$ cat src/rtl/cdc_xfer_arbiter.sv
// Round-robin arbiter feeding a toggle-handshake CDC channel: one transfer in
// flight, completion on ack/req level match, optional ack timeout with recovery.
module cdc_xfer_arbiter #(
    parameter int NUM_REQ     = 4,
    parameter int WIDTH       = 8,
    parameter int TIMEOUT_CYC = 64
) (
    input  logic                       clk,
    input  logic                       reset_n,
    input  logic [NUM_REQ-1:0]         req_valid,
    input  logic [NUM_REQ*WIDTH-1:0]   req_data,
    output logic [NUM_REQ-1:0]         req_ready,
    output logic [WIDTH-1:0]           xfer_data,
    output logic                       xfer_req,
    input  logic                       xfer_ack,
    output logic                       done_valid,
    output logic [$clog2(NUM_REQ)-1:0] done_id,
    output logic                       err_timeout,
    output logic                       busy
);
    localparam int IDW   = $clog2(NUM_REQ);
    localparam int CW    = (TIMEOUT_CYC > 0) ? $clog2(TIMEOUT_CYC + 1) : 1;
    localparam int LIMIT = (TIMEOUT_CYC > 0) ? TIMEOUT_CYC - 1 : 0;
    localparam logic [CW-1:0] LIMIT_C = CW'(LIMIT);

    typedef enum logic [1:0] {IDLE, WAIT_ACK, RECOVER} state_e;

    state_e           state_q, state_d;
    logic [IDW-1:0]   last_grant_q, last_grant_d;
    logic [IDW-1:0]   id_q, id_d;
    logic [IDW-1:0]   done_id_q, done_id_d;
    logic [CW-1:0]    cnt_q, cnt_d;
    logic [WIDTH-1:0] xfer_data_q, xfer_data_d;
    logic             xfer_req_q, xfer_req_d;
    logic             done_valid_q, done_valid_d;
    logic             err_timeout_q, err_timeout_d;

    logic [WIDTH-1:0]   payload [NUM_REQ];
    logic               found;
    logic [IDW-1:0]     cand;
    logic [IDW-1:0]     win;
    logic [NUM_REQ-1:0] grant_oh;

    for (genvar i = 0; i < NUM_REQ; i++) begin : g_payload
        assign payload[i] = req_data[i*WIDTH +: WIDTH];
    end

    // Search upward starting one past the previous winner.
    always_comb begin
        found = 1'b0;
        cand  = '0;
        win   = '0;
        for (int k = 1; k <= NUM_REQ; k++) begin
            cand = IDW'((int'(last_grant_q) + k) % NUM_REQ);
            if (!found && req_valid[cand]) begin
                found = 1'b1;
                win   = cand;
            end
        end
    end

    // The done pulse cycle is held off so the next grant lands after it.
    always_comb begin
        grant_oh = '0;
        if (reset_n && state_q == IDLE && !done_valid_q && found) begin
            grant_oh[win] = 1'b1;
        end
    end

    always_comb begin
        state_d       = state_q;
        last_grant_d  = last_grant_q;
        id_d          = id_q;
        done_id_d     = done_id_q;
        cnt_d         = cnt_q;
        xfer_data_d   = xfer_data_q;
        xfer_req_d    = xfer_req_q;
        done_valid_d  = 1'b0;
        err_timeout_d = 1'b0;
        case (state_q)
            IDLE: begin
                if (|grant_oh) begin
                    xfer_data_d  = payload[win];
                    xfer_req_d   = ~xfer_req_q;
                    last_grant_d = win;
                    id_d         = win;
                    cnt_d        = '0;
                    state_d      = WAIT_ACK;
                end
            end
            WAIT_ACK: begin
                // Ack is checked first so it wins a tie with the limit.
                if (xfer_ack == xfer_req_q) begin
                    done_valid_d = 1'b1;
                    done_id_d    = id_q;
                    state_d      = IDLE;
                end else if (TIMEOUT_CYC > 0 && cnt_q == LIMIT_C) begin
                    err_timeout_d = 1'b1;
                    state_d       = RECOVER;
                end else if (TIMEOUT_CYC > 0) begin
                    cnt_d = cnt_q + 1'b1;
                end
            end
            RECOVER: begin
                if (xfer_ack == xfer_req_q) begin
                    state_d = IDLE;
                end
            end
            default: state_d = IDLE;
        endcase
    end

    always_ff @(posedge clk or negedge reset_n) begin
        if (!reset_n) begin
            state_q       <= IDLE;
            last_grant_q  <= IDW'(NUM_REQ - 1);
            id_q          <= '0;
            done_id_q     <= '0;
            cnt_q         <= '0;
            xfer_data_q   <= '0;
            xfer_req_q    <= 1'b0;
            done_valid_q  <= 1'b0;
            err_timeout_q <= 1'b0;
        end else begin
            state_q       <= state_d;
            last_grant_q  <= last_grant_d;
            id_q          <= id_d;
            done_id_q     <= done_id_d;
            cnt_q         <= cnt_d;
            xfer_data_q   <= xfer_data_d;
            xfer_req_q    <= xfer_req_d;
            done_valid_q  <= done_valid_d;
            err_timeout_q <= err_timeout_d;
        end
    end

    assign req_ready   = grant_oh;
    assign xfer_data   = xfer_data_q;
    assign xfer_req    = xfer_req_q;
    assign done_valid  = done_valid_q;
    assign done_id     = done_id_q;
    assign err_timeout = err_timeout_q;
    assign busy        = (state_q != IDLE);

endmodule

$ cat config.mk
export PLATFORM = sky130hd
export DESIGN_NAME = cdc_xfer_arbiter
export DESIGN_NICKNAME = d
export VERILOG_FILES = /design/src/rtl/cdc_xfer_arbiter.sv
export SDC_FILE = /design/constraint.sdc
export NUM_CORES = 1
export LEC_CHECK = 0
export CAP_MARGIN = 10
export CORE_MARGIN = 5
export CORE_UTILIZATION = 46
export DETAILED_ROUTE_END_ITERATION = 8
export GPL_ROUTABILITY_DRIVEN = 0
export PLACE_DENSITY = 0.86
export SLEW_MARGIN = 20
export SYNTH_ARGS = -nofsm -noshare
export SYNTH_HDL_FRONTEND = slang
export SYNTH_SLANG_ARGS = --single-unit
$ cat constraint.sdc
create_clock -name clk -period 4.6 [get_ports clk]
set_clock_uncertainty 0.1 [all_clocks]
set_input_delay 0.46 -clock clk [delete_from_list [all_inputs] [get_ports clk]]
set_output_delay 0.46 -clock clk [all_outputs]
set_load 0.05 [all_outputs]
==> flow_metrics.env <==
export IMPL_cts_tree="built"
export IMPL_num_rows=20
export IMPL_max_stage_delay_ns=0.80
export IMPL_crit_reg2reg_launch="state_q[1]"
export IMPL_finalSetupViolCount=0
export IMPL_cp_arrival_ns=2.96
export IMPL_mostFrequentLayoutCells="56 x clkdlybuf4s50_1, 24 x dfrtp_1, 22 x nand2_1, 17 x mux2i_1"
export IMPL_async_flop_share_pct=100
export IMPL_crit_chain="clkdlybuf4s50_1 -> nor2_2 -> o21ai_1 -> a311o_1 -> buf_4 -> nor2_1 -> and2_1 -> clkdlybuf4s50_1"
export IMPL_synth_avg_cell_area_sq_um=10.5
export IMPL_io_pins=57
export IMPL_dp_hpwl_um=2680
export IMPL_grt_max_degree=27
export IMPL_synthFlopType="dfrtp_1"
export IMPL_peakVddDrop_v=0.000349
export IMPL_synth_top_family_by_area="simple AND/OR/NAND/NOR gates"
export IMPL_finalCritPeriodShare_pct=76.6
export IMPL_dieHeight_um=65.5
export IMPL_cts_resized=0
export IMPL_synthMuxAreaShare_pct=13.6
export IMPL_cellPowerDensity_nw_per_um2=586
export IMPL_final_hold_violation_count=0
export IMPL_cts_buffers_inserted=3
export IMPL_cts_root_buf="clkbuf_4"
export IMPL_maxSlewViolCount=0
export IMPL_portBuffers=56
export IMPL_ys_seq_elements=26
export IMPL_clock_sinks=26
export IMPL_postRouteAntennaNets=0
export IMPL_clockBufferDepth=2
export IMPL_required_ns=4.04
export IMPL_grt_pass1_vias=1232
export IMPL_grt_pass1_wl_um=5340
export IMPL_coreArea_sq_um=3000
export IMPL_synthesis_nets=175
export IMPL_crit_path_top_delay_cell="clkdlybuf4s50_1"
export IMPL_clk_latency_ns=0.31
export IMPL_nets=233
export IMPL_syn2layout_area_growth_pct=43.2
export IMPL_synth_compound_area_share_pct=15.2
export IMPL_vias_per_cell=5.44
export IMPL_cpMostUsedCell="clkdlybuf4s50_1"
export IMPL_die_w_um=65.5
export IMPL_wl_um=3380
export IMPL_grt_usage_pct=16.2
export IMPL_drt_initial_drc_count=41
export IMPL_p_leak_nw=0.877
export IMPL_htreeDepth=1
export IMPL_synth_xor_area_share_pct=4.24
export IMPL_place_inst=221
export IMPL_n_antenna_cell=0
export IMPL_regArea_sq_um=653
export IMPL_synth_edf_count=0
export IMPL_antenna_found_initial=0
export IMPL_synth_adder_area_share_pct=0.883
export IMPL_mostFrequentLayoutCell="clkdlybuf4s50_1"
export IMPL_mappedNetlistArea_sq_um=1420
export IMPL_yosysSeqAreaShare_pct=46.1
export IMPL_multi_input_area_sq_um=718
export IMPL_cp_startpoint="req_valid[0]"
export IMPL_critPathLaunchType="input port"
export IMPL_hp_start="xfer_data[6]"
export IMPL_die_area_sq_um=4290
export IMPL_wl_per_cell_um=15.0
export IMPL_drive_above_1_share_pct=8.33
export IMPL_end_kind="output port"
export IMPL_gr_total_overflow=0
export IMPL_tns_ns=0
export IMPL_synth_cell_types=35
export IMPL_ys_warnings_count=0
export IMPL_clk_pin_slew_worst_paths_ns=0.12
export IMPL_fin_crit_ns=3.52
export IMPL_finalPower_mw=1.19
export IMPL_cp_max_fo=20
export IMPL_rsz0062_at_grt="false"
export IMPL_stdcell_count=225
export IMPL_start_util_pct=47.2
export IMPL_vias=1225
export IMPL_fmax_mhz=284
export IMPL_fill_cells=253
export IMPL_holdBufCountCts=0
export IMPL_drc=0
export IMPL_first_pass_iters=4
export IMPL_hold_class="reg2reg"
export IMPL_postCtsSetupBuffers=0
export IMPL_max_slew_margin_pct=59.3
export IMPL_synthSimpleGateAreaFrac_pct=16.8
export IMPL_worst_slew_pin_slew_ns=0.609
export IMPL_syn_inst=135
export IMPL_status="finished, final reports clean"
export IMPL_cap_violations=0
export IMPL_critPathKind="in2out"
==> metrics by stage <==
step	util [%]	cell area [sq um]	hold WS (ns)	setup slack (ns)
after detailed placement	66.7	2000	0.383	1.10
after CTS	67.6	2030	0.413	1.06
after global placement	66.7	2000	0.372	1.19
final	67.6	2030	0.403	1.08
after floorplan	-	1420	0.0644	1.68
after global routing	67.6	2030	0.452	0.953
==> area by class of cell <==
class | instances | share of cell area (%)
timing repair buffer | 58 | 28.4
tap | 33 | 2.03
sequential | 26 | 32.2
clock buffer | 4 | 1.29
multi-input combinational | 100 | 35.4
inverter | 4 | 0.740
==> worst paths after layout <==
kind	endpoint	slack (ns)	cells after the start
hold / removal	xfer_data[6]	0.40	2
min in group asynchronous	cnt_q[6]	0.46	2
setup / recovery	req_ready[3]	1.08	8
max in group asynchronous	last_grant_q[1]	3.64	2
hold reg to reg	xfer_data[6]	0.40	2
setup reg to reg	xfer_data[0]	2.65	5
==> sequential cells by signal, indices dropped and copies added, names as in the netlist <==
register / cells
xfer_req: 1
done_id: 2
state_q: 2
cnt_q: 7
xfer_data: 8
last_grant_q: 2
id_q: 2
done_valid: 1
err_timeout: 1
==> worst max-delay path, delay by kind of cell <==
family                 cells  cell delay (ns)
buffers and inverters      3             1.51
AOI/OAI and AO/OA          2             0.38
and+or+nand+nor            3             0.62
==> cell families after synthesis <==
logic type	count (synthesis)
AOI/OAI and AO/OA	24
adders and majority gates	1
DFF	26
and+or+nand+nor	50
buffers and inverters	9
muxes	19
xor gates and xnor gates	6
==> cells in the mapped netlist (2+ instances only) <==
master / number / area share (%)
nand3_1: 5 / 1.8
mux2_2: 2 / 1.6
o21ai_0: 3 / 1.1
a21o_1: 2 / 1.1
inv_1: 4 / 1.1
dfstp_2: 2 / 3.7
o221ai_1: 8 / 4.9
dfrtp_1: 24 / 42
a21oi_1: 3 / 1.1
and3_1: 2 / 0.88
xnor2_1: 5 / 3.1
nor3_1: 3 / 1.1
buf_2: 4 / 1.4
nor2_1: 8 / 2.1
mux2i_1: 17 / 12
nor2b_1: 2 / 0.88
nand2b_1: 2 / 0.88
nand2_1: 22 / 5.8
==> per-layer routing <==
layer | track usage (%) | share of wire (%) | vias to the layer above
met5 | 0 | 0 | -
met4 | 4.15 | 0.80 | 0
met3 | 3.93 | 4.7 | 2
met2 | 29.1 | 54 | 43
met1 | 19.2 | 40 | 584
li1 | - | - | 596
==> where the power goes <==
group / switching (mW) / internal (mW) / total [mW]
Clock: 0.0611 / 0.0339 / 0.0950
Sequential: 0.0612 / 0.316 / 0.377
Combinational: 0.435 / 0.283 / 0.718
Total: 0.557 / 0.633 / 1.19
Power figures use the tool's default switching activity.
==> variant, RTL diff (same flow settings) <==
The 3 states of `state_e` get a one-hot encoding in 3 bits.
--- a/src/rtl/cdc_xfer_arbiter.sv
+++ b/src/rtl/cdc_xfer_arbiter.sv
@@ -24,5 +24,5 @@
     localparam logic [CW-1:0] LIMIT_C = CW'(LIMIT);
 
-    typedef enum logic [1:0] {IDLE, WAIT_ACK, RECOVER} state_e;
+    typedef enum logic [2:0] {IDLE = 3'b001, WAIT_ACK = 3'b010, RECOVER = 3'b100} state_e;
 
     state_e           state_q, state_d;
Formal check against the unedited RTL: same outputs for any inputs over 10 cycles, from zero or initial values and one cycle with reset_n low; not proved beyond that.
==> variant against the original RTL <==
- sequential cell count up 1
- worst hold slack worse by 37 ps
- total power up 3.0%
- setup slack worse by 210 ps
- area after synthesis up 5.4%
- design area up 5.4%
- register-to-register slack worse by 480 ps
- combinational power up 2%
- wire length up 6.9%
- largest power group unchanged
- highest routed layer unchanged
==> variant: results (changes against the original RTL) <==
synthesis:
  synth_xor_xnor_area_share_pct: 4.10  # -0.13 points
  synth_compound_area_share_pct: 9.88  # -5.3 points
  synth_mux_area_share_pct: 18.9  # +5.3 points
  synthTopCellsByCount: "dfrtp_1, nand2_1, mux2i_1, nor2_1, o21ai_0"
  synth.area.top_cells: "dfrtp_1, mux2i_1, mux2_2, dfstp_2, nand2_1"
  synth_adder_area_share_pct: 0.838  # -0.045 points
  ys_seq_area_share_pct: 45.5  # -0.59 points
  syn_inst: 149  # +10%
  ys_types: 31  # -11%
grt:
  use_met1_pct: 18.8  # -0.38 points
  grt_use_met2_pct: 32.1  # +3.0 points
  grt_max_degree: 31  # +15%
  grtUsageMet3_pct: 2.53  # -1.4 points
  grt_pass1_vias: 1330  # +8.0%
run_status:
  outcome: "complete, no violations"
placed_design:
  hpwlAfterDp_mm: 2.97  # +11%
  place_inst: 246  # +11%
  pre_cts_ws_ps: 843  # -259 ps
  postPlaceCellArea_um2: 2110  # +5.3%
critical_path:
  crit_arrival_ps: 3170  # +210 ps
  rr_startpoint: "state_q[0]$_DFFE_PN1P_"
  r2r-end: "cnt_q[5]$_DFFE_PN0P_"
  endpoint: "req_ready[2]"
  r2r_setup_slack_ps: 2170  # -480 ps
timing:
  max_freq_ghz: 0.268  # -5.6%
clock_network:
  worstSkewPairLatency_ps: 330  # +20 ps
  cts.clk_slew.worst_paths_ps: 160  # +40 ps
detailed_routing:
  wl_met1_mm: 1.48  # +9.1%
  routedWlPerCell_um: 14.4  # -3.8%
  dr_wl_met2_mm: 1.99  # +8.5%
  viasPerCell: 5.03  # -7.6%
  detail_route.wirelength_mm: 3.61  # +6.9%
pwr:
  ir_drop_uv: 334  # -4.4%
  p_leak_nw: 0.918  # +4.7%
final_layout:
  layout-drive-gt1-share_pct: 12.1  # +3.8 points
==> variant: where the power goes <==
| part | internal [mW] | total [mW] | leakage [nW] | switching (mW) |
|---|---|---|---|---|
| registers | 0.327 | 0.385 | 0.342 | 0.0584 |
| clock network | 0.0333 | 0.107 | 0.0139 | 0.0734 |
| logic | 0.294 | 0.733 | 0.563 | 0.439 |
| total | 0.654 | 1.23 | 0.918 | 0.571 |
==> variant: layout make-up <==
| class | instances | area (um^2) |
|---|---|---|
| Inverter | 3 | 11.3 |
| Sequential cell | 27 | 679 |
| Clock buffer | 3 | 22.5 |
| Timing Repair Buffer | 59 | 583 |
| Clock inverter | 1 | 7.51 |
| Tap cell | 44 | 55.1 |
| Fill cell | 249 | 938 |
| Multi-Input combinational cell | 113 | 781 |
==> variant: critical path, cell delays in order <==
cell and delay [ps]:
clkdlybuf4s50_1 500, buf_4 220, or3b_2 480, nor2_1 400, nand2_1 160, nor2_1 110, clkdlybuf4s50_1 830
